<file path="config.mk">
export PLATFORM = sky130hd
export DESIGN_NAME = gettanh_call_arbiter_flat
export DESIGN_NICKNAME = d
export VERILOG_FILES = /design/src/rtl/gettanh_call_arbiter_pkg.sv /design/src/rtl/gettanh_call_arbiter_if.sv /design/src/rtl/gettanh_call_arbiter_tag_fifo.sv /design/src/rtl/gettanh_call_arbiter.sv /design/src/flat_wrapper.sv
export SDC_FILE = /design/constraint.sdc
export NUM_CORES = 1
export LEC_CHECK = 0
export CAP_MARGIN = 20
export CORE_ASPECT_RATIO = 1.4
export CORE_UTILIZATION = 40
export CTS_CLUSTER_SIZE = 14
export DETAILED_ROUTE_END_ITERATION = 10
export PLACE_DENSITY_LB_ADDON = 0.12
export SKIP_LAST_GASP = 1
export SLEW_MARGIN = 20
export SYNTH_ARGS = -nofsm -noshare
export SYNTH_HDL_FRONTEND = slang
export SYNTH_SLANG_ARGS = --single-unit
</file>
<file path="constraint.sdc">
create_clock -name clock -period 4.1 [get_ports clock]
set_input_delay 0.41 -clock clock [delete_from_list [all_inputs] [get_ports clock]]
set_output_delay 0.41 -clock clock [all_outputs]
set_load 0.05 [all_outputs]
</file>
<file path="src/rtl/gettanh_call_arbiter_pkg.sv">
// ============================================================================
// Module : gettanh_arb_pkg
// Brief  : Shared widths and round-robin pick function for the getTanh arbiter.
// Rev    : 1.0  initial release
// ============================================================================
`default_nettype none

package gettanh_arb_pkg;

    // Requester-ID width; never narrower than one bit so 2-requester builds work.
    function automatic int id_w(input int n);
        return (n <= 2) ? 1 : $clog2(n);
    endfunction

    // First set bit of valid scanning ptr, ptr+1, ... modulo n (n <= 16).
    function automatic logic [3:0] rr_pick(input logic [15:0] valid,
                                           input logic [3:0]  ptr,
                                           input int          n);
        logic [3:0] sel;
        logic       found;
        int         idx;
        sel   = '0;
        found = 1'b0;
        for (int k = 0; k < 16; k++) begin
            idx = (int'(ptr) + k) % n;
            if (!found && (k < n) && valid[idx[3:0]]) begin
                sel   = idx[3:0];
                found = 1'b1;
            end
        end
        return sel;
    endfunction

endpackage

`default_nettype wire

</file>
<file path="src/rtl/gettanh_call_arbiter_if.sv">
// ============================================================================
// Module : gettanh_call_arbiter_if
// Brief  : Client call/response channels plus the shared component handshake.
// Rev    : 1.0  initial release
// ============================================================================
`default_nettype none

interface gettanh_call_arbiter_if #(
    parameter int NUM_REQ = 4,
    parameter int DATA_W  = 32
);
    logic [NUM_REQ-1:0] req_valid;
    logic [NUM_REQ-1:0] req_ready;
    logic [NUM_REQ-1:0] resp_valid;
    logic [NUM_REQ-1:0] resp_ready;
    logic [DATA_W-1:0]  resp_data;
    logic               comp_start;
    logic               comp_busy;
    logic               comp_done;
    logic               comp_stall;
    logic [DATA_W-1:0]  comp_data;

    // Arbiter side
    modport slave (
        input  req_valid, resp_ready, comp_busy, comp_done, comp_data,
        output req_ready, resp_valid, resp_data, comp_start, comp_stall
    );

    // Clients together with the component
    modport master (
        output req_valid, resp_ready, comp_busy, comp_done, comp_data,
        input  req_ready, resp_valid, resp_data, comp_start, comp_stall
    );
endinterface

`default_nettype wire

</file>
<file path="src/rtl/gettanh_call_arbiter_tag_fifo.sv">
// ============================================================================
// Module : gettanh_tag_fifo
// Brief  : First-word-fall-through FIFO of requester IDs for issued calls.
// Rev    : 1.0  initial release
// ============================================================================
`default_nettype none

module gettanh_tag_fifo #(
    parameter int DEPTH = 8,
    parameter int WIDTH = 2
) (
    input  wire logic                       clock,
    input  wire logic                       resetn,
    input  wire logic                       push,
    input  wire logic [WIDTH-1:0]           din,
    input  wire logic                       pop,
    output logic      [WIDTH-1:0]           head,
    output logic                            full,
    output logic                            empty,
    output logic      [$clog2(DEPTH+1)-1:0] count
);
    localparam int PTR_W = $clog2(DEPTH);
    localparam int CNT_W = $clog2(DEPTH+1);

    logic [WIDTH-1:0] mem [DEPTH];
    logic [PTR_W-1:0] wr_ptr;
    logic [PTR_W-1:0] rd_ptr;
    logic [CNT_W-1:0] cnt;

    // DEPTH is a power of two, so pointers wrap naturally.
    always_ff @(posedge clock or negedge resetn) begin
        if (!resetn) begin
            wr_ptr <= '0;
            rd_ptr <= '0;
            cnt    <= '0;
        end else begin
            if (push)
                wr_ptr <= wr_ptr + 1'b1;
            if (pop)
                rd_ptr <= rd_ptr + 1'b1;
            if (push && !pop)
                cnt <= cnt + 1'b1;
            else if (pop && !push)
                cnt <= cnt - 1'b1;
        end
    end

    always_ff @(posedge clock) begin
        if (push)
            mem[wr_ptr] <= din;
    end

    assign head  = mem[rd_ptr];
    assign count = cnt;
    assign empty = (cnt == '0);
    assign full  = (cnt == CNT_W'(DEPTH));

endmodule

`default_nettype wire

</file>
<file path="src/rtl/gettanh_call_arbiter.sv">
// ============================================================================
// Module : gettanh_call_arbiter
// Brief  : Round-robin sharing of one getTanh component among NUM_REQ clients.
// Rev    : 1.0  initial release
// ============================================================================
`default_nettype none

module gettanh_call_arbiter
    import gettanh_arb_pkg::*;
#(
    parameter int NUM_REQ      = 4,
    parameter int DATA_W       = 32,
    parameter int MAX_INFLIGHT = 8
) (
    input  wire logic                              clock,
    input  wire logic                              resetn,
    gettanh_call_arbiter_if.slave                  bus,
    output logic [$clog2(MAX_INFLIGHT+1)-1:0]      inflight,
    output logic                                   proto_err
);
    localparam int ID_W = id_w(NUM_REQ);

    logic [ID_W-1:0]    rr_ptr;
    logic [ID_W-1:0]    grant;
    logic [ID_W-1:0]    head;
    logic [15:0]        valid_ext;
    logic [3:0]         ptr_ext;
    logic [3:0]         pick;
    logic               full;
    logic               empty;
    logic               issue;
    logic               pop;
    logic [NUM_REQ-1:0] grant_oh;
    logic [NUM_REQ-1:0] head_oh;

    always_comb begin
        valid_ext                = '0;
        valid_ext[NUM_REQ-1:0]   = bus.req_valid;
        ptr_ext                  = '0;
        ptr_ext[ID_W-1:0]        = rr_ptr;
        pick                     = rr_pick(valid_ext, ptr_ext, NUM_REQ);
        grant                    = pick[ID_W-1:0];
        grant_oh                 = '0;
        grant_oh[grant]          = 1'b1;
        head_oh                  = '0;
        head_oh[head]            = 1'b1;
    end

    // Full blocks a start even when a pop happens in the same cycle.
    assign bus.comp_start = (|bus.req_valid) && !full;
    assign issue          = bus.comp_start && !bus.comp_busy;
    assign bus.req_ready  = issue ? grant_oh : '0;

    assign bus.resp_valid = (bus.comp_done && !empty) ? head_oh : '0;
    assign bus.resp_data  = bus.comp_data;
    assign bus.comp_stall = empty || !bus.resp_ready[head];
    assign pop            = bus.comp_done && !bus.comp_stall;

    always_ff @(posedge clock or negedge resetn) begin
        if (!resetn) begin
            rr_ptr    <= '0;
            proto_err <= 1'b0;
        end else begin
            if (issue)
                rr_ptr <= ID_W'((int'(grant) + 1) % NUM_REQ);
            if (bus.comp_done && empty)
                proto_err <= 1'b1;
        end
    end

    gettanh_tag_fifo #(
        .DEPTH (MAX_INFLIGHT),
        .WIDTH (ID_W)
    ) u_tag_fifo (
        .clock  (clock),
        .resetn (resetn),
        .push   (issue),
        .din    (grant),
        .pop    (pop),
        .head   (head),
        .full   (full),
        .empty  (empty),
        .count  (inflight)
    );

endmodule

`default_nettype wire
</file>
<file path="src/flat_wrapper.sv">
// flat-port wrapper written by rule: the top's interface ports become plain ports
module gettanh_call_arbiter_flat import gettanh_arb_pkg::*;
#(
    parameter int NUM_REQ      = 4,
    parameter int DATA_W       = 32,
    parameter int MAX_INFLIGHT = 8
)
  (clock, resetn, inflight, proto_err, bus_req_valid, bus_resp_ready, bus_comp_busy, bus_comp_done, bus_comp_data, bus_req_ready, bus_resp_valid, bus_resp_data, bus_comp_start, bus_comp_stall);
  gettanh_call_arbiter_if #(.NUM_REQ(NUM_REQ), .DATA_W(DATA_W)) bus_i ();
  input  wire logic clock;
  input  wire logic resetn;
  output logic [$clog2(MAX_INFLIGHT+1)-1:0] inflight;
  output logic proto_err;
  input wire logic [$bits(bus_i.req_valid)-1:0] bus_req_valid;
  input wire logic [$bits(bus_i.resp_ready)-1:0] bus_resp_ready;
  input wire logic [$bits(bus_i.comp_busy)-1:0] bus_comp_busy;
  input wire logic [$bits(bus_i.comp_done)-1:0] bus_comp_done;
  input wire logic [$bits(bus_i.comp_data)-1:0] bus_comp_data;
  output wire logic [$bits(bus_i.req_ready)-1:0] bus_req_ready;
  output wire logic [$bits(bus_i.resp_valid)-1:0] bus_resp_valid;
  output wire logic [$bits(bus_i.resp_data)-1:0] bus_resp_data;
  output wire logic [$bits(bus_i.comp_start)-1:0] bus_comp_start;
  output wire logic [$bits(bus_i.comp_stall)-1:0] bus_comp_stall;
  assign bus_i.req_valid = bus_req_valid;
  assign bus_i.resp_ready = bus_resp_ready;
  assign bus_i.comp_busy = bus_comp_busy;
  assign bus_i.comp_done = bus_comp_done;
  assign bus_i.comp_data = bus_comp_data;
  assign bus_req_ready = bus_i.req_ready;
  assign bus_resp_valid = bus_i.resp_valid;
  assign bus_resp_data = bus_i.resp_data;
  assign bus_comp_start = bus_i.comp_start;
  assign bus_comp_stall = bus_i.comp_stall;
  gettanh_call_arbiter #(.NUM_REQ(NUM_REQ), .DATA_W(DATA_W), .MAX_INFLIGHT(MAX_INFLIGHT)) u_core (.clock(clock), .resetn(resetn), .bus(bus_i), .inflight(inflight), .proto_err(proto_err));
endmodule
</file>
# --- After elaboration in Yosys (flattened, before gate mapping) ---
# Memories as Yosys holds them, arrays and structs flattened.
# Index checks and enable logic that the tools add are counted.
classes:
  shifts: 0
  bitwise_logic: 3
  magnitude_cmp: 8
  eq_ne: 1
  mul: 0
  mux: 27
  n_div: 0
  n_addsub: 8
  n_reduce_logical: 29
ops:
  columns: ["operator", "n"]
  rows:
  - ["$mux 4", 4]
  - ["$lt 4x5->1 const B", 3]
  - ["$logic_and 1x1->1", 12]
  - ["$mux 1", 12]
  - ["$logic_not 1->1", 10]
  - ["$bmux 1 s3", 3]
  - ["$mux 2", 4]
  - ["$add 3x1->3 const B", 2]
  - ["$lt 2x3->1 const B", 2]
  - ["$reduce_or 2->1", 3]
  - ["$lt 2x5->1 const B", 1]
  - ["$add 2x1->2 const B", 2]
  - ["$add 2x2->2 const B", 2]
  - ["$add 4x1->4 const B", 1]
  - ["$bmux 1 s2", 2]
  - ["$demux 1 s2", 2]
  - ["$eq 4x4->1 const B", 1]
  - ["$ge 2x1->1 const B", 2]
  - ["$logic_not 4->1", 1]
  - ["$reduce_or 4->1", 1]
  - ["$sub 4x1->4 const B", 1]
  - ["$and 1x1->1 const A", 3]
  - ["$reduce_bool 2->1", 1]
  - ["$logic_or 1x1->1", 1]
word_totals:
  latch_bits: 0
  regBits: 13
  memories: 1
  output_inout_bits: 47
  in_bits: 44
  ram_bits: 16
  word_cells: 82
  rom_bits: 0
mem_list:
  columns: ["memory", "words", "word_bits", "rd", "rd_ports_with_merged_regs", "write_ports", "line", "rtl"]
  rows:
  - ["u_core.u_tag_fifo.mem", 8, 2, 1, 0, 1, "gettanh_call_arbiter_tag_fifo.sv:25", "logic [WIDTH-1:0] mem [DEPTH];"]

# --- Longest topological paths before layout ---
# Gate-level depths: netlist of run 1.
depth:
  word_depth: 18
  mapped_depth: 14
  mapped_depth_nobuf: 13

# --- Cells and area by module ---
# A second synthesis of run 1 with hierarchy kept.
hier_totals:
  cells_unflattened: 153
  hier_area_um2: 1785.5
by_module_without_submodules:
  columns: ["mod", "cells_per_inst", "n_inst", "seq_area_each_um2", "area_per_inst_um2"]
  rows:
  - ["gettanh_tag_fifo", 83, 1, 730.7, 1226.2]
  - ["gettanh_call_arbiter", 70, 1, 75.1, 559.3]

# --- Worst setup path before layout of run 1 ---
# No wires, ideal clock.
synth_path:
  path_type: "register -> register"
  start: "register u_core.u_tag_fifo.cnt[1] (netlist: u_core.u_tag_fifo.count[1])"
  end: "register u_core.u_tag_fifo.cnt[3] (netlist: u_core.u_tag_fifo.count[3])"
  period_less_slack_ps: 3667
  arrival_ps: 3522
  path_slack_ps: 433
  path_stages_with_launch: 14
  t_required_ps: 3955
  n_path_buf: 2
  setup_ps: 145
  path_cell_list: "dfrtp_1 -> nor3_1 -> a21oi_1 -> nor2b_1 -> clkbuf_1 -> clkbuf_1 -> ha_1 -> inv_1 -> ha_1 -> a21o_1 -> a21oi_1 -> xnor2_1 -> nor2_1 -> xor2_1"
synth_between:
  elab_chain_len: 7
  word_cells_on_any_way: 17
  cone_classes: "add/sub (2); eq/ne (1); mux (2); reduce/logical (12)"
synth_lines:
  columns: ["element", "line", "rtl"]
  rows:
  - ["start: declaration", "gettanh_call_arbiter_tag_fifo.sv:28", "logic [CNT_W-1:0] cnt;"]
  - ["start signal: assignment", "gettanh_call_arbiter_tag_fifo.sv:42", "cnt <= cnt + 1'b1;"]
  - ["start signal: assignment", "gettanh_call_arbiter_tag_fifo.sv:44", "cnt <= cnt - 1'b1;"]
  - ["$eq 4x4->1 (*)", "gettanh_call_arbiter_tag_fifo.sv:56", "assign full = (cnt == CNT_W'(DEPTH));"]
  - ["$logic_not 1->1 (*)", "gettanh_call_arbiter.sv:50", "assign bus.comp_start = (|bus.req_valid) && !full;"]
  - ["$logic_and 1x1->1 (*)", "gettanh_call_arbiter.sv:50", null]
  - ["via bus_comp_start", "flat_wrapper.sv:22", "output wire logic [$bits(bus_i.comp_start)-1:0] bus_comp_start;"]
  - ["$logic_and 1x1->1 (*)", "gettanh_call_arbiter.sv:51", "assign issue = bus.comp_start && !bus.comp_busy;"]
  - ["via u_core.issue", "gettanh_call_arbiter.sv:31", "logic issue;"]
  - ["$logic_not 1->1", "gettanh_call_arbiter_tag_fifo.sv:43", "else if (pop && !push)"]
  - ["$logic_and 1x1->1", "gettanh_call_arbiter_tag_fifo.sv:43", null]
  - ["$reduce_bool 2->1 (no source line)", null, null]
# Mark *: on every way through the listed nets, which the timed path passes. The rest lies on a longest branch. The select of a mux whose other input is x is not followed.
# A chain may end at the register's enable or synchronous reset.

# --- Worst setup path in the final report of run 1 ---
layout_path:
  start: "register u_core.u_tag_fifo.rd_ptr[0]"
  end: "output port bus_comp_stall"
layout_between:
  elab_chain_len: 5
layout_lines:
  columns: ["element", "line", "rtl"]
  rows:
  - ["start: declaration", "gettanh_call_arbiter_tag_fifo.sv:27", "logic [PTR_W-1:0] rd_ptr;"]
  - ["start signal: assignment", "gettanh_call_arbiter_tag_fifo.sv:40", "rd_ptr <= rd_ptr + 1'b1;"]
  - ["$mem_v2 8x2", null, null]
  - ["$bmux 1 s2", "gettanh_call_arbiter.sv:56", "assign bus.comp_stall = empty || !bus.resp_ready[head];"]
  - ["$mux 1 (not written as such)", "gettanh_call_arbiter.sv:56", null]
  - ["$logic_not 1->1", "gettanh_call_arbiter.sv:56", null]
  - ["$logic_or 1x1->1", "gettanh_call_arbiter.sv:56", null]
  - ["end: declaration", "flat_wrapper.sv:23", "output wire logic [$bits(bus_i.comp_stall)-1:0] bus_comp_stall;"]
# No other way between the ends. The select of a mux whose other input is x is not followed.

==> results of run 1 <==
sequential cells by signal, indices dropped and copies added, names as in the netlist:
name,count
u_core.proto_err,1
u_core.rr_ptr,2
u_core.u_tag_fifo.count,4
u_core.u_tag_fifo.mem,16
u_core.u_tag_fifo.rd_ptr,3
u_core.u_tag_fifo.wr_ptr,3
logic make-up after synthesis:
| group | after synthesis | synth area share (%) |
|---|---|---|
| XOR/XNOR | 8 | 3.85 |
| buffers and inverters | 43 | 15.9 |
| multiplexers | 17 | 13.1 |
| AND/OR/NAND/NOR | 38 | 11.1 |
| adder cells (fa/ha/maj) | 10 | 7.29 |
| flip-flops | 29 | 44.3 |
| AO/OA/AOI/OAI | 12 | 4.54 |
layout make-up:
class | count | area [µm²]
flip-flops and latches | 29 | 806
fillers | 401 | 2290
inverters | 7 | 26.3
multi-input cells | 85 | 726
clock buffers | 6 | 82.6
clock inverters | 2 | 37.5
repair buffers | 27 | 268
well taps | 60 | 75.1
worst max path at each step:
| stage | end | cells past startpoint | startpoint |
|---|---|---|---|
| floorplan | u_core.u_tag_fifo.count[3] | 13 | u_core.u_tag_fifo.count[1] |
| global placement | bus_req_ready[3] | 9 | bus_req_valid[0] |
| detailed placement | u_core.u_tag_fifo.count[3] | 13 | u_core.u_tag_fifo.rd_ptr[0] |
| CTS | u_core.u_tag_fifo.count[3] | 13 | u_core.u_tag_fifo.rd_ptr[0] |
| global route | u_core.u_tag_fifo.count[3] | 13 | u_core.u_tag_fifo.rd_ptr[0] |
| finish | bus_comp_stall | 6 | u_core.u_tag_fifo.rd_ptr[0] |
through the flow:
stage                     util [%]  instance area [µm²]  std cells
final                         46.9                 2020        216
after global routing          46.9                 2020        216
after CTS                     46.9                 2020        216
after detailed placement      44.1                 1900        208
after global placement        44.1                 1900        208
after floorplan                  -                 1820        157
power breakdown:
part | switching (µW) | internal, µW | total [µW]
Sequential | 123 | 425 | 548
Combinational | 520 | 406 | 926
Clock | 108 | 197 | 305
layout by cell type (no fill, tap or decap), types with 3 or more instances in the layout:
| cell type | synthesis | final |
|---|---|---|
| a21oi_1 | 4 | 4 |
| and2_1 | 4 | 4 |
| clkbuf_8 | 0 | 6 |
| clkdlybuf4s50_1 | 0 | 26 |
| dfrtp_1 | 13 | 13 |
| edfxtp_1 | 16 | 16 |
| ha_1 | 9 | 9 |
| inv_1 | 7 | 7 |
| mux2_2 | 3 | 3 |
| mux2i_1 | 5 | 5 |
| mux4_2 | 3 | 3 |
| nand2_1 | 10 | 10 |
| nor2_1 | 8 | 8 |
| nor3b_1 | 3 | 3 |
| xnor2_1 | 4 | 4 |
| xor2_1 | 4 | 4 |
per-layer routing:
metal / vias up / global-route usage [%]
li1: 508 / -
met1: 494 / 14.7
met3: 13 / 5.98
met5: - / 0
met4: 0 / 8.57
met2: 48 / 22.7
worst reg2reg max path: stages (launching register included):
cell and delay (ns):
dfrtp_1 0.58, mux4_2 0.58, mux2i_2 0.29, nand2_1 0.11, o22ai_2 0.23, inv_1 0.07
ha_1 0.22, inv_1 0.12, ha_1 0.24, a21o_1 0.18, a21oi_1 0.18, xnor2_1 0.13
nor2_1 0.06, xor2_1 0.14
==> qor.yml, run 1 <==
floorplanning:
  die_y_um: 81.8
  coreArea_um2: 4310
  rows: 28
  ios: 91
  start_util_pct: 42.2
  die_area_um2: 4830
  die_w_um: 59.0
outcome:
  outcome: "finished, final reports clean"
critical_path:
  required_ns: 3.69
  reg2reg_to: "u_core.u_tag_fifo.count[3]"
  reg2reg_from: "u_core.u_tag_fifo.rd_ptr[0]"
  critPathMaxFanout: 8
  cp_num_buf_inv: 1
  r2r_cells: 13
  cp_top_family: "multiplexers"
  setup.worst_path.class: "flip-flop to output pin"
  cpPeakStageDelay_ns: 0.79
  critPathSlowestCell: "clkdlybuf4s50_1"
  worst_setup_path_start_kind: "flip-flop"
  crit_path_cell_trace: "mux2i_1 > mux4_2 > mux2i_2 > mux2i_1 > nand2b_1 > clkdlybuf4s50_1"
  r2r_slack_ns: 0.85
  crit_top_cell: "mux2i_1"
  worstPathArrival_ns: 2.84
  end_kind: "output pin"
cts:
  worstSkewPairLatency_ns: 0.28
  ctsResizeCount: 0
  cts-buffers-inserted: 5
  cts_setup_buffers: 0
  root_buffer: "clkbuf_8"
  cts_sinks: 29
  hold_buffers: 0
  cts_tree: "built"
  cts_buffer_depth: 2
  h-tree-depth: 2
  clkTransAtPathRegs_ns: 0.06
timing:
  hold_viol_final: 0
  finalSetupViolations: 0
  setup_slack_ns: 0.847
  timing.fmax_mhz: 307
  finalCriticalPeriod_ns: 3.25
  worst_pin_slew_ns: 0.673
  fin_skew_ns: 0.00532
  fin_setup_tns_ns: 0
  slew_violations: 0
  finalCritPeriodShare_pct: 79.3
  rsz0062_at_grt: "no"
  maxSlewHeadroom_pct: 54.5
  fin_hold_ws_ns: 0.458
synthesis:
  synth-async-reset-ratio_pct: 44.8
  ys_seq_elements: 29
  synth.avg_cell_area_um2: 11.6
  yosys-top-cells-area: "edfxtp_1 (26%), dfrtp_1 (18%), buf_4 (13%)"
  ys_seq_area_share_pct: 44.3
  synth_top_cell_by_area: "edfxtp_1"
  yosysMostFrequentCell: "buf_4"
  synth_cells: 157
  synth_flop_cell: "edfxtp_1"
  synth_edf_count: 16
  ys_types: 36
  netlist_area_um2: 1820
  yosysTopAreaCellShare_pct: 26.4
  synth_fp_nets: 211
  synth_warnings: 0
  synth_commonest_cells: "buf_4 (32), edfxtp_1 (16), dfrtp_1 (13)"
placed_design:
  portBuffers: 26
  dp_hpwl_mm: 2.21
  gp_congestion: 0.851
  detailedPlace.worstSlack_ns: 0.848
power:
  total_power_uw: 1780
  power_density_nw_per_um2: 881
  p_leak_uw: 0.000784
  ir_drop_mv: 0.308
worst_hold_path:
  holdCritStartpoint: "u_core.proto_err"
  worstHoldEndpoint: "u_core.proto_err"
  holdPathStages: 1
  hp-class: "flip-flop to flip-flop"
final_layout:
  area_growth_pct: 11.0
  drive_gt1_share_pct: 12.8
  antenna_cells: 0
  final_nets: 209
global_routing:
  antenna_found_initial: 0
  grt_max_degree: 16
  grt_pass1_wl_mm: 4.95
  gr-total-overflow: 0
  grt_pass1_vias: 1096
  grtUsageTotal_pct: 13.9
route:
  firstDrtPassIters: 4
  ant_nets: 0
  wirelength_mm: 2.95
  dr.max_layer_used: "met4"
  drc: 0
  wl_met3_um: 234
  wl_met1_mm: 1.17
  vias: 1063
  via_per_inst: 4.92
  drt_iter0_drc: 21
  wl_per_cell_um: 13.6
  wl_met2_mm: 1.46
flow_run:
  cap_violations: 0
No activity file was read; power rests on OpenSTA's default activity.
==> run 2, diff against run 1 <==
==> constraint.sdc (replaced) <==
create_clock -name clock -period 3.4 [get_ports clock]
set_input_delay 0.34 -clock clock [delete_from_list [all_inputs] [get_ports clock]]
set_output_delay 0.34 -clock clock [all_outputs]
set_load 0.05 [all_outputs]
==> qor.yml, run 2 (synthesis gave the netlist of run 1 again) <==
floorplanning:
  coreArea_um2: 4310
  die_y_um: 81.8
  start_util_pct: 42.2
  rows: 28
  die_area_um2: 4830
  die_w_um: 59.0
  ios: 91
placed_design:
  dp_hpwl_mm: 2.31
  portBuffers: 26
  dpl.cell_count: 209
  place_area_um2: 1900
  gp_congestion: 0.767
final_layout:
  final_nets: 210
  drive_gt1_share_pct: 15.9
  seq_area_um2: 807
  final_cell_area_um2: 1980
  largest_reg_flops: 16
  fillers: 413
  multi_input_area_um2: 729
  regMostFlops: "u_core.u_tag_fifo.mem"
  area_growth_pct: 9.00
  antenna_cells: 0
  instances_no_fill: 217
  final_cell_mix: "clkdlybuf4s50_1 (22), edfxtp_1 (16), dfrtp_1 (12), nand2_1 (10), ha_1 (9)"
  fin_util_pct: 46.1
  layout_commonest_cell: "clkdlybuf4s50_1"
cts:
  cts_sinks: 29
  clkTransAtPathRegs_ns: 0.06
  cts-buffers-inserted: 5
  worstSkewPairLatency_ns: 0.27
  h-tree-depth: 2
  cts_buffer_depth: 2
  root_buffer: "clkbuf_8"
  cts_setup_buffers: 0
  cts_tree: "built"
timing:
  finalCritPeriodShare_pct: 93.3
  finalCriticalPeriod_ns: 3.17
  fin_skew_ns: 0.00699
  slew_violations: 0
  fin_setup_tns_ns: 0
  maxSlewHeadroom_pct: 54.2
  hold_viol_final: 0
  worst_pin_slew_ns: 0.684
  rsz0062_at_grt: "no"
  timing.fmax_mhz: 315
  finalSetupViolations: 0
global_routing:
  grt_pass1_vias: 1178
  grtUsageTotal_pct: 14.7
  grt_pass1_wl_mm: 5.24
  antenna_found_initial: 0
  gr-total-overflow: 0
  grt_max_degree: 15
power:
  ir_drop_mv: 0.383
  power_density_nw_per_um2: 1040
  p_leak_uw: 0.000782
critical_path:
  required_ns: 3.56
  worst_setup_path_start_kind: "flip-flop"
  worstPathArrival_ns: 3.33
  critPathMaxFanout: 8
  end_kind: "flip-flop"
  setup.worst_path.class: "flip-flop to flip-flop"
route:
  drt_iter0_drc: 19
  firstDrtPassIters: 4
  via_per_inst: 5.17
  wirelength_mm: 3.03
  wl_per_cell_um: 13.9
  vias: 1121
  ant_nets: 0
  drc: 0
outcome:
  outcome: "finished, final reports clean"
flow_run:
  cap_violations: 0
worst_hold_path:
  hp-class: "flip-flop to flip-flop"
[run 2: per-stage QoR]
step | setup WS, ns | power [µW] | hold slack, ns
floorplan | 0.0399 | 1610 | 0.0444
global placement | 0.259 | 1780 | 0.439
detailed placement | 0.143 | 1810 | 0.444
CTS | 0.134 | 2080 | 0.458
global route | 0.0630 | 2220 | 0.478
finish | 0.228 | 2060 | 0.455
[run 2: where the power goes]
part           total, µW  switching [µW]  internal (µW)
combinational       1140             637            500
clock                257             120            137
sequential           664             149            515
total               2060             906           1150
[run 2: area by class of cell]
cell class,count,share of cell area [%]
Clock buffer,5,3.47
Clock inverter,3,0.631
Inverter,7,1.32
Multi-Input combinational cell,85,36.8
Sequential cell,29,40.7
Tap cell,60,3.78
Timing Repair Buffer,28,13.4
[run 2: timing repair]
action                                  CTS  global route
gates resized for setup                   0             1
endpoints found under the setup margin    0             1
hold buffers                              0             0
[run 2: routing by layer]
layer | wire (µm) | global-route usage [%] | share of wire, % | vias up
met1 | 1230 | 15.8 | 41 | 550
li1 | - | - | - | 510
met4 | 68 | 6.43 | 2.2 | 0
met5 | 0 | 0 | 0 | -
met3 | 206 | 7.09 | 6.8 | 12
met2 | 1520 | 24.4 | 50 | 49
[run 2: critical path: stages (launching register included)]
cell     delay (ns)
dfrtp_2        0.49
mux2i_1        0.15
mux4_2         0.56
mux2i_4        0.23
o22ai_2        0.25
inv_1          0.08
ha_1           0.22
inv_1          0.11
ha_1           0.25
a21o_1         0.18
a21oi_1        0.18
xnor2_1        0.14
nor2_1         0.07
xor2_1         0.14
[run 2: path summary, 6_finish.rpt]
kind                                              from                          end  slack, ns  cells after the start
max reg2reg                u_core.u_tag_fifo.rd_ptr[0]   u_core.u_tag_fifo.count[3]       0.23                     13
min                                   u_core.proto_err             u_core.proto_err       0.45                      1
max                        u_core.u_tag_fifo.rd_ptr[0]   u_core.u_tag_fifo.count[3]       0.23                     13
min reg2reg                           u_core.proto_err             u_core.proto_err       0.45                      1
max in group asynchronous                       resetn  u_core.u_tag_fifo.rd_ptr[0]       2.44                      1
min in group asynchronous                       resetn   u_core.u_tag_fifo.count[2]       0.48                      1
==> run 3, diff against run 2 <==
--- a/config.mk
+++ b/config.mk
@@ -7,6 +7,7 @@
 export LEC_CHECK = 0
 export CAP_MARGIN = 20
 export CORE_ASPECT_RATIO = 1.4
+export CORE_MARGIN = 5
 export CORE_UTILIZATION = 40
 export CTS_CLUSTER_SIZE = 14
 export DETAILED_ROUTE_END_ITERATION = 10
==> qor.yml, run 3 (synthesis gave the netlist of run 1 again) <==
timing:
  rsz0062_at_grt: "no"
  finalCritPeriodShare_pct: 92.0
  fin_setup_tns_ns: 0
  slew_violations: 0
  fin_hold_ws_ns: 0.451
  maxSlewHeadroom_pct: 54.7
  hold_viol_final: 0
  worst_pin_slew_ns: 0.677
  finalCriticalPeriod_ns: 3.13
  timing.fmax_mhz: 320
  finalSetupViolations: 0
  fin_skew_ns: 0.00143
critical_path:
  critPathMaxFanout: 8
  end_kind: "flip-flop"
  setup.worst_path.class: "flip-flop to flip-flop"
  worst_setup_path_start_kind: "flip-flop"
  worstPathArrival_ns: 3.29
  required_ns: 3.56
floorplanning:
  die_y_um: 89.8
  die_w_um: 67.0
  start_util_pct: 40.8
  ios: 91
  coreArea_um2: 4460
  die_area_um2: 6020
  rows: 29
final_layout:
  seq_area_um2: 807
  largest_reg_flops: 16
  drive_gt1_share_pct: 16.6
  area_growth_pct: 10.7
  fin_util_pct: 45.2
  final_cell_mix: "clkdlybuf4s50_1 (22), edfxtp_1 (16), dfrtp_1 (12), nand2_1 (10), ha_1 (9)"
  instances_no_fill: 219
  antenna_cells: 0
  multi_input_area_um2: 729
  layout_commonest_cell: "clkdlybuf4s50_1"
  final_nets: 210
  regMostFlops: "u_core.u_tag_fifo.mem"
  fillers: 422
cts:
  h-tree-depth: 2
  root_buffer: "clkbuf_8"
  cts_buffer_depth: 2
  cts-buffers-inserted: 5
  cts_sinks: 29
  cts_tree: "built"
  clkTransAtPathRegs_ns: 0.06
  worstSkewPairLatency_ns: 0.28
global_routing:
  antenna_found_initial: 0
  grtUsageTotal_pct: 11.8
  gr-total-overflow: 0
  grt_pass1_wl_mm: 5.35
  grt_pass1_vias: 1158
  grt_max_degree: 15
route:
  ant_nets: 0
  vias: 1102
  via_per_inst: 5.03
  wirelength_mm: 3.10
  drc: 0
  firstDrtPassIters: 4
  drt_iter0_drc: 28
  wl_per_cell_um: 14.1
power:
  power_density_nw_per_um2: 1060
  ir_drop_mv: 0.396
  p_leak_uw: 0.000790
flow_run:
  cap_violations: 0
placed_design:
  portBuffers: 26
  dpl.cell_count: 211
  dp_hpwl_mm: 2.39
  gp_congestion: 0.824
outcome:
  outcome: "finished, final reports clean"
worst_hold_path:
  hp-class: "flip-flop to flip-flop"
[run 3: cell types whose count changed in the layout (fill, tap and decap cells not counted)]
cell        change
clkinv_1        -1
clkinv_2        -1
bufinv_16       +1
clkinvlp_4      +1
[run 3: cell type report]
class                      count  share of cell area [%]
clock buffer                   5                    3.41
clock inverter                 3                    2.05
inverter                       7                    1.30
multi-input combinational     85                    36.2
sequential                    29                    40.0
tap                           62                    3.85
timing repair buffer          28                    13.2
[run 3: per-layer routing]
layer / wire [µm] / part of all wire, % / vias up / global-route usage, %
met5: 0 / 0 / - / 0
met3: 295 / 9.5 / 9 / 6.36
met4: 66 / 2.1 / 0 / 6.09
li1: - / - / 512 / -
met2: 1480 / 48 / 60 / 18.0
met1: 1250 / 40 / 521 / 13.1
[run 3: worst max-delay path, stage by stage, from the launching register on]
cell,delay [ns]
dfrtp_2,0.49
mux2i_1,0.15
mux4_2,0.56
mux2i_4,0.23
o22ai_2,0.25
inv_1,0.08
ha_1,0.22
inv_1,0.11
ha_1,0.24
a21o_1,0.18
a21oi_1,0.17
xnor2_1,0.13
nor2_1,0.06
xor2_1,0.14
[run 3: stage by stage]
stage / cell area (µm²) / worst slack, ns / power (µW)
after floorplan: 1820 / 0.0399 / 1610
after global placement: 1900 / 0.258 / 1790
after detailed placement: 1900 / 0.169 / 1810
after CTS: 2010 / 0.164 / 2170
after global routing: 2020 / 0.0700 / 2300
final: 2020 / 0.272 / 2140
[run 3: path summary, 6_finish.rpt]
| check | from | end | slack (ns) | cells past startpoint |
|---|---|---|---|---|
| setup / recovery | u_core.u_tag_fifo.rd_ptr[0] | u_core.u_tag_fifo.count[3] | 0.27 | 13 |
| hold / removal | u_core.proto_err | u_core.proto_err | 0.45 | 1 |
| setup reg to reg | u_core.u_tag_fifo.rd_ptr[0] | u_core.u_tag_fifo.count[3] | 0.27 | 13 |
| hold reg to reg | u_core.proto_err | u_core.proto_err | 0.45 | 1 |
| max in group asynchronous | resetn | u_core.u_tag_fifo.rd_ptr[0] | 2.45 | 1 |
| min in group asynchronous | resetn | u_core.rr_ptr[0] | 0.47 | 1 |
[run 3: power breakdown]
group / switching (µW) / total, µW / internal (µW) / leakage [µW]
Clock: 128 / 343 / 215 / 0.0000518
Sequential: 147 / 661 / 514 / 0.000295
Combinational: 635 / 1130 / 499 / 0.000443
Total: 910 / 2140 / 1230 / 0.000790
[run 3: what timing repair did]
item | 4_1_cts | 5_1_grt
resized for setup | 0 | 1
endpoints found under the setup margin | 0 | 1
endpoints found under the hold margin | 0 | 0
hold buffers | 0 | 0
setup buffers | 0 | 0
==> variant, RTL diff (config.mk and constraints of run 3) <==
Put one more register stage on the output `proto_err`, with the module's reset. The value now appears one clock later. The other outputs are not delayed to match.
--- a/src/rtl/gettanh_call_arbiter.sv
+++ b/src/rtl/gettanh_call_arbiter.sv
@@ -19,6 +19,8 @@
     output logic                                   proto_err
 );
     localparam int ID_W = id_w(NUM_REQ);
+
+    logic proto_err_s0;
 
     logic [ID_W-1:0]    rr_ptr;
     logic [ID_W-1:0]    grant;
@@ -59,12 +61,12 @@
     always_ff @(posedge clock or negedge resetn) begin
         if (!resetn) begin
             rr_ptr    <= '0;
-            proto_err <= 1'b0;
+            proto_err_s0 <= 1'b0;
         end else begin
             if (issue)
                 rr_ptr <= ID_W'((int'(grant) + 1) % NUM_REQ);
             if (bus.comp_done && empty)
-                proto_err <= 1'b1;
+                proto_err_s0 <= 1'b1;
         end
     end
 
@@ -83,6 +85,14 @@
         .count  (inflight)
     );
 
+    always_ff @(posedge clock or negedge resetn) begin
+        if (!resetn) begin
+            proto_err <= '0;
+        end else begin
+            proto_err <= proto_err_s0;
+        end
+    end
+
 endmodule
 
 `default_nettype wire
Function: changed (a bounded check fails within 4 cycles, from zero or initial values and one cycle with resetn low).
==> variant against run 3 <==
Clock power down 25%; area after synthesis up 1.4%; final area fell by 0.25%; setup slack improved by 0.020 ns; global-route usage shrank 0.26 points; sequential cell count is 1 higher; routed wire length rose by 3.4%; total power shrank 2.9%.
==> variant: results (changes against run 3) <==
- The run finished with clean final reports.
- The met2 layer usage reported by global route is 0.1846 (+0.004922).
- The register-to-register setup slack was 0.29 ns (+0.02 ns).
- The met3 routed wirelength is 251 µm (-15%).
- The met1 global-route usage was 0.1219 (-0.009097).
- The clock-cell share of area is 0.03983 (-0.01480).
- The mux cell area share after synthesis is 0.1295 (-0.001780).
- The sequential-to-total area share from yosys stat was 0.4502 (+0.007558).
- The fraction of synthesis flops using an asynchronous set or reset pin is 0.4667 (+0.01839).
- The placer's final routability congestion estimate is 0.6897 (-16%).
- The relative area of non-clock buffer cells in the final design is 0.1319 (+0.0003272).
- The wire length on met2 came to 1564 µm (+5.4%).
- The instance count of the mapped netlist came to 158 (+0.64%).
- The ratio of routed vias to standard cells is 5.027 (about the same).
- The worst hold slack across all endpoints was 0.3862 ns (-0.06470 ns).
- The routing usage on met3 is 0.04234 (-0.02125).
- The final setup skew is 0.002967 ns (+0.001535 ns).
- The arrival time reported for the critical path endpoint is 3.26 ns (-0.03 ns).
- The fraction of final layout cells with drive strength greater than 1 is 0.1519 (-0.01371).
- Ranked by instance count, the synthesized netlist is headed by sky130_fd_sc_hd__buf_4 (32), sky130_fd_sc_hd__edfxtp_1 (16), sky130_fd_sc_hd__dfrtp_1 (14).
- The overall via count from detail_route is 1106 (+0.36%).
- The area fraction in compound gates after synthesis was 0.04475 (-0.0006151).
- The parity-gate share of the synthesized area counting xor and xnor cells is 0.03797 (-0.0005219).
- The proportion of cell area occupied by registers is 0.4138 (+0.01344).
- The post-synthesis adder-cell area fraction is 0.07186 (-0.0009878).
- The all-layer global routing usage is 0.1158 (-0.002605).
- By area the synthesized netlist is led by sky130_fd_sc_hd__edfxtp_1 (26%), sky130_fd_sc_hd__dfrtp_1 (19%), sky130_fd_sc_hd__buf_4 (13%).
- The count of clock tree sinks is 30 (+3.4%).
- The first-pass GRT wire length is 5313 µm (-0.64%).
- The total internal power is 1.168 mW (-4.9%).
- The cell depth of the worst min-delay path is 0 (-1).
- The maximum number of pins on one net before global-route repair was 15 (unchanged).
- The worst max-slew margin expressed relative to the limit is 0.5286 (-0.01846).
- The count of inserted antenna diode cells was 0 (unchanged).
- The multi-input gate share of total cell area is 0.3628 (+0.0008999).
- The worst vdd rail ir drop is 0.3442 mV (-13%).
- The final HPWL from detailed placement is 2463 µm (+3.1%).
- The distinct cell type count of the synthesized netlist is 36 (unchanged).
- In this run the most critical hold path is launched from u_core.proto_err_s0.
- The number of global-route vias before repair is 1170 (+1.0%).
- The routed metal-1 wirelength is 1212 µm (-3.2%).
- The fill cell instance count of the final layout was 447 (+5.9%).
- The leakage power summed over all cells was 0.7889 nW (-0.19%).
[variant: changes by cell type after synthesis, sizes merged]
cell and change:
dfrtp +1
[variant: power by group through the flow]
stage / clock [mW] / sequential, mW / combinational, mW
6_report: 0.257 / 0.684 / 1.14
3_3_place_gp: 0 / 0.685 / 1.12
3_5_place_dp: 0 / 0.692 / 1.14
2_1_floorplan: 0 / 0.736 / 0.892
4_1_cts: 0.265 / 0.685 / 1.15
5_1_grt: 0.284 / 0.710 / 1.23
[variant: through the flow]
step | power (mW) | worst slack (ns) | area (µm²)
detailed placement | 1.837 | 0.1837 | 1929
finish | 2.077 | 0.2919 | 2011
floorplan | 1.628 | 0.03991 | 1849
CTS | 2.104 | 0.1713 | 2009
global placement | 1.806 | 0.2601 | 1929
global route | 2.228 | 0.05001 | 2011
